## src/rtl/clk_period_monitor.sv

```systemverilog
// Measures rise-to-rise period and high time of a slow clock sampled on clk.
// Reports lock after LOCK_CNT in-tolerance periods and flags mismatch and loss of clock.
module clk_period_monitor #(
    parameter int CNT_W      = 16,
    parameter int EXP_PERIOD = 20,
    parameter int TOL        = 1,
    parameter int LOCK_CNT   = 4,
    parameter int TIMEOUT    = 64
) (
    input  logic             clk,
    input  logic             reset,
    input  logic             enable,
    input  logic             clk_in,
    output logic [CNT_W-1:0] period,
    output logic [CNT_W-1:0] high_time,
    output logic             period_valid,
    output logic             mismatch,
    output logic             locked,
    output logic             timeout
);

    typedef enum logic [1:0] {IDLE, ACQ, MEAS} state_t;

    localparam int MW = (LOCK_CNT < 1) ? 1 : $clog2(LOCK_CNT + 1);
    localparam logic [CNT_W-1:0] CNT_MAX  = '1;
    localparam logic [CNT_W-1:0] LO_LIM   = CNT_W'(EXP_PERIOD - TOL);
    localparam logic [CNT_W-1:0] HI_LIM   = CNT_W'(EXP_PERIOD + TOL);
    localparam logic [CNT_W-1:0] TO_LIM   = CNT_W'(TIMEOUT);
    localparam logic [CNT_W-1:0] CNT_ONE  = CNT_W'(1);
    localparam logic [MW-1:0]    LOCK_LIM = MW'(LOCK_CNT);

    logic             s1_reg, s2_reg, s3_reg;
    state_t           state_reg, state_next;
    logic [CNT_W-1:0] cnt_reg, cnt_next;
    logic [CNT_W-1:0] hcnt_reg, hcnt_next;
    logic [CNT_W-1:0] period_reg, period_next;
    logic [CNT_W-1:0] high_reg, high_next;
    logic [MW-1:0]    match_reg, match_next;
    logic             valid_reg, valid_next;
    logic             mism_reg, mism_next;
    logic             locked_reg, locked_next;
    logic             timeout_reg, timeout_next;

    logic             rise;
    logic             in_tol;
    logic             timed_out;
    logic [CNT_W-1:0] cnt_inc, hcnt_inc;
    logic [MW-1:0]    match_inc;

    assign rise      = s2_reg & ~s3_reg;
    assign in_tol    = (cnt_reg >= LO_LIM) && (cnt_reg <= HI_LIM);
    // A rise arriving on the threshold cycle takes precedence over loss detection
    assign timed_out = !rise && (cnt_reg >= TO_LIM);
    assign cnt_inc   = (cnt_reg == CNT_MAX) ? cnt_reg : cnt_reg + CNT_ONE;
    assign hcnt_inc  = (hcnt_reg == CNT_MAX) ? hcnt_reg : hcnt_reg + CNT_ONE;
    assign match_inc = (match_reg >= LOCK_LIM) ? LOCK_LIM : match_reg + MW'(1);

    always_comb begin
        state_next   = state_reg;
        cnt_next     = cnt_reg;
        hcnt_next    = hcnt_reg;
        period_next  = period_reg;
        high_next    = high_reg;
        match_next   = match_reg;
        valid_next   = 1'b0;
        mism_next    = 1'b0;
        locked_next  = locked_reg;
        timeout_next = timeout_reg;
        if (!enable) begin
            state_next   = IDLE;
            cnt_next     = '0;
            match_next   = '0;
            locked_next  = 1'b0;
            timeout_next = 1'b0;
        end else begin
            case (state_reg)
                IDLE: begin
                    state_next = ACQ;
                    cnt_next   = '0;
                end
                ACQ, MEAS: begin
                    if (rise) begin
                        // First rise after acquisition only aligns; the partial period is dropped
                        if (state_reg == MEAS) begin
                            period_next = cnt_reg;
                            high_next   = hcnt_reg;
                            valid_next  = 1'b1;
                            if (in_tol) begin
                                match_next  = match_inc;
                                locked_next = locked_reg | (match_inc == LOCK_LIM);
                            end else begin
                                mism_next   = 1'b1;
                                match_next  = '0;
                                locked_next = 1'b0;
                            end
                        end
                        state_next   = MEAS;
                        cnt_next     = CNT_ONE;
                        hcnt_next    = CNT_ONE;
                        timeout_next = 1'b0;
                    end else if (timed_out) begin
                        state_next   = ACQ;
                        cnt_next     = '0;
                        match_next   = '0;
                        locked_next  = 1'b0;
                        timeout_next = 1'b1;
                    end else begin
                        cnt_next = cnt_inc;
                        if (state_reg == MEAS && s2_reg) begin
                            hcnt_next = hcnt_inc;
                        end
                    end
                end
                default: state_next = IDLE;
            endcase
        end
    end

    always_ff @(posedge clk) begin
        if (reset) begin
            s1_reg      <= 1'b0;
            s2_reg      <= 1'b0;
            s3_reg      <= 1'b0;
            state_reg   <= IDLE;
            cnt_reg     <= '0;
            hcnt_reg    <= '0;
            period_reg  <= '0;
            high_reg    <= '0;
            match_reg   <= '0;
            valid_reg   <= 1'b0;
            mism_reg    <= 1'b0;
            locked_reg  <= 1'b0;
            timeout_reg <= 1'b0;
        end else begin
            s1_reg      <= clk_in;
            s2_reg      <= s1_reg;
            s3_reg      <= s2_reg;
            state_reg   <= state_next;
            cnt_reg     <= cnt_next;
            hcnt_reg    <= hcnt_next;
            period_reg  <= period_next;
            high_reg    <= high_next;
            match_reg   <= match_next;
            valid_reg   <= valid_next;
            mism_reg    <= mism_next;
            locked_reg  <= locked_next;
            timeout_reg <= timeout_next;
        end
    end

    assign period       = period_reg;
    assign high_time    = high_reg;
    assign period_valid = valid_reg;
    assign mismatch     = mism_reg;
    assign locked       = locked_reg;
    assign timeout      = timeout_reg;

endmodule

```

## config.mk

```make
export PLATFORM = sky130hd
export DESIGN_NAME = clk_period_monitor
export DESIGN_NICKNAME = d
export VERILOG_FILES = /design/src/rtl/clk_period_monitor.sv
export SDC_FILE = /design/constraint.sdc
export NUM_CORES = 1
export LEC_CHECK = 0
export CORE_MARGIN = 5
export CORE_UTILIZATION = 59
export DETAILED_ROUTE_END_ITERATION = 16
export GPL_TIMING_DRIVEN = 0
export PLACE_DENSITY = 0.84
export SKIP_CTS_REPAIR_TIMING = 1
export SLEW_MARGIN = 20
export SYNTH_ARGS = -nofsm -noshare
export SYNTH_HDL_FRONTEND = slang
export SYNTH_SLANG_ARGS = --single-unit
```

## constraint.sdc

```tcl
create_clock -name clk -period 5.3 [get_ports clk]
set_input_delay 1.06 -clock clk [delete_from_list [all_inputs] [get_ports clk]]
set_output_delay 1.06 -clock clk [all_outputs]
set_load 0.01 [all_outputs]
```

==> flow_metrics.env <==
export IMPL_cts_root_buffer="clkbuf_8"
export IMPL_firstDrtPassIters=5
export IMPL_diodes=0
export IMPL_syn_to_final_growth_pct=20.89
export IMPL_via_per_inst=5.669
export IMPL_min_path_type="flop to flop"
export IMPL_grt_use_total_pct=22.04
export IMPL_synth_flop_cell="dfxtp_1"
export IMPL_insertion_delay_ps=350
export IMPL_ioPinCount=40
export IMPL_synth_top_family_by_area="simple AND/OR/NAND/NOR gates"
export IMPL_fin_nets=456
export IMPL_finalSetupTns_ps=0
export IMPL_synth_fa_ha_area_share_pct=4.224
export IMPL_syn_nets=406
export IMPL_routed_wirelength_um=7331
export IMPL_clkSlewWorstSetupHoldPaths_ps=70
export IMPL_slew_headroom_pct=55.17
export IMPL_overflow=0
export IMPL_synth_simple_gate_area_share_pct=27.84
export IMPL_cts_tree="done"
export IMPL_max_stage_delay_ps=560
export IMPL_synth_area_sq_um=3258
export IMPL_drtIter0Drc=198
export IMPL_status="finished clean"
export IMPL_grt_pass1_vias=2764
export IMPL_ys_async_sr_fraction_pct=0
export IMPL_ys_ff_latch=76
export IMPL_ant_nets=0
export IMPL_slew_violations=0
export IMPL_cp_arrival_ps=3050
export IMPL_syn_inst=391
export IMPL_die_w_um=84.31
export IMPL_syn_area_per_cell_sq_um=8.333
export IMPL_fin_area_sq_um=3939
export IMPL_synth_xor_area_share_pct=1.344
export IMPL_ff2ff_setup_slack_ps=2940
export IMPL_die_area_sq_um=7108
export IMPL_powerDensity_nw_per_um2=266.5
export IMPL_cp_end_kind="flop"
export IMPL_htree_num_levels=3
export IMPL_vias=2931
export IMPL_drc=0
export IMPL_synth_compound_area_share_pct=15.90
export IMPL_start_util_pct=59.90
export IMPL_leakagePower_uw=0.001307
export IMPL_slowest_stage="clkdlybuf4s50_1"
export IMPL_ys_warn_count=0
export IMPL_worst_slew_pin_slew_ps=665.4
export IMPL_rows=27
export IMPL_hpwl_um=5193
export IMPL_fin_crit_sh_pct=52.34
export IMPL_antenna_found_initial=0
export IMPL_crit_required_ps=5570
export IMPL_core_sq_um=5439
export IMPL_final_layout_size_suffix_gt1_share_pct=6.742
export IMPL_yosysSeqAreaShare_pct=46.70
export IMPL_rsz0062_at_grt="false"
export IMPL_cts_buffers=9
export IMPL_clock_sinks=76
export IMPL_vdd_drop_max_uv=193.2
export IMPL_cp_top_family="simple AND/OR/NAND/NOR gates"
export IMPL_gp_congestion=0.9109
export IMPL_cts_max_path_buffers=2
export IMPL_fin_skew_ps=7.616
export IMPL_synth_edff_count=0
export IMPL_port_buffer_count=39
export IMPL_grt_pass1_wl_um=12710
export IMPL_die_h_um=84.31
export IMPL_finalCriticalPeriod_ps=2774
export IMPL_hold_viol=0
export IMPL_cp_max_fo=10
export IMPL_synth_mux_area_fraction_pct=0.3072
export IMPL_start_kind="input port"
export IMPL_routedWlPerCell_um=14.18
export IMPL_grt_max_degree=13
export IMPL_finalSetupViolations=0
export IMPL_dpl_cell_area_sq_um=3739
export IMPL_critical_path_class="input port to flop"
export IMPL_synth_distinct_cells=45
export IMPL_crit_buf_inv=2
export IMPL_crit_chain="clkdlybuf4s50_1 -> and3_1 -> clkbuf_2 -> nand2_2 -> nor2_1 -> or4b_1 -> a21oi_1"
export IMPL_cap_violations=0
export IMPL_fmax_mhz=360.5
## final timing paths
check | to | start | depth (start not counted)
worst max-delay path | hcnt_reg[8] | enable | 7
worst min register to register | s2_reg | s1_reg | 1
worst max register to register | hcnt_reg[8] | state_reg[1] | 9
worst min-delay path | s2_reg | s1_reg | 1
## report_power, final
part	total (uW)	switching [uW]	internal (uW)
logic	27.9	18.5	9.38
clock network	448	208	240
registers	574	1.58	572
## routing by layer
| metal | up-vias | global-route usage [%] | part of all wire, % |
|---|---|---|---|
| li1 | 1465 | - | - |
| met1 | 1372 | 26.81 | 45 |
| met2 | 74 | 36.23 | 48 |
| met3 | 20 | 6.281 | 4.7 |
| met4 | 0 | 9.795 | 2.9 |
| met5 | - | 0 | 0 |
## kinds of logic (layout without fill, tap and decap cells)
| kind of cell | count (synthesis) | after routing |
|---|---|---|
| simple gates | 179 | 179 |
| compound gates | 93 | 93 |
| flops | 76 | 76 |
| buf+inv | 26 | 80 |
| fa+ha+maj | 11 | 11 |
| xor+xnor | 5 | 5 |
| mux | 1 | 1 |
## metrics by stage
step	setup WS, ps	hold slack, ps	instances	util (%)	power (uW)
6_report	2526	452.5	517	72.42	1050
5_1_grt	2448	472.9	517	72.42	1090
4_1_cts	2569	457.4	517	72.42	1054
3_5_place_dp	2214	432.7	502	68.74	614.7
3_3_place_gp	2238	423.3	502	68.74	613.9
2_1_floorplan	2999	413.8	391	-	605.4
## cell type report
type	count	area [sq um]
Inverter	8	30.03
Multi-Input combinational cell	289	1617
Tap cell	72	90.09
Clock buffer	11	151.4
Fill cell	437	1500
Sequential cell	76	1521
Timing Repair Buffer	39	390.4
Clock inverter	4	48.80
Buffer	18	90.09
## cells in the final DEF, fill, tap and decap left out, types with 7 or more instances in the layout
cell type | synthesis | layout
dfxtp_1 | 76 | 76
nor2_1 | 30 | 30
o21ai_0 | 13 | 13
clkbuf_8 | 0 | 11
or3_1 | 7 | 7
inv_1 | 8 | 8
nand4_1 | 8 | 8
a21oi_1 | 61 | 61
clkdlybuf4s50_1 | 0 | 39
nor2b_1 | 7 | 7
nand2_1 | 77 | 77
clkbuf_1 | 12 | 12
ha_1 | 11 | 11
nand3_1 | 11 | 11
## worst reg2reg max path, cell delays in order, from the launching register on
cell and delay, ps:
dfxtp_1 390, inv_1 80, ha_1 270, buf_4 150, and3_1 150, clkbuf_2 180
nand2_2 150, nor2_1 290, or4b_1 460, a21oi_1 160
## Yosys cell counts, types with 6 or more instances
master | instances | share of area (%)
nand3_1 | 11 | 1.7
a21oi_1 | 61 | 9.4
clkbuf_1 | 12 | 1.4
and3_1 | 6 | 1.2
or3_1 | 7 | 1.3
dfxtp_1 | 76 | 47
ha_1 | 11 | 4.2
inv_1 | 8 | 0.92
nor2b_1 | 7 | 1.3
o21ai_0 | 13 | 2.0
nand4_1 | 8 | 1.5
nor2_1 | 30 | 3.5
nand2_1 | 77 | 8.9
No activity file was read; power rests on OpenSTA's default activity.
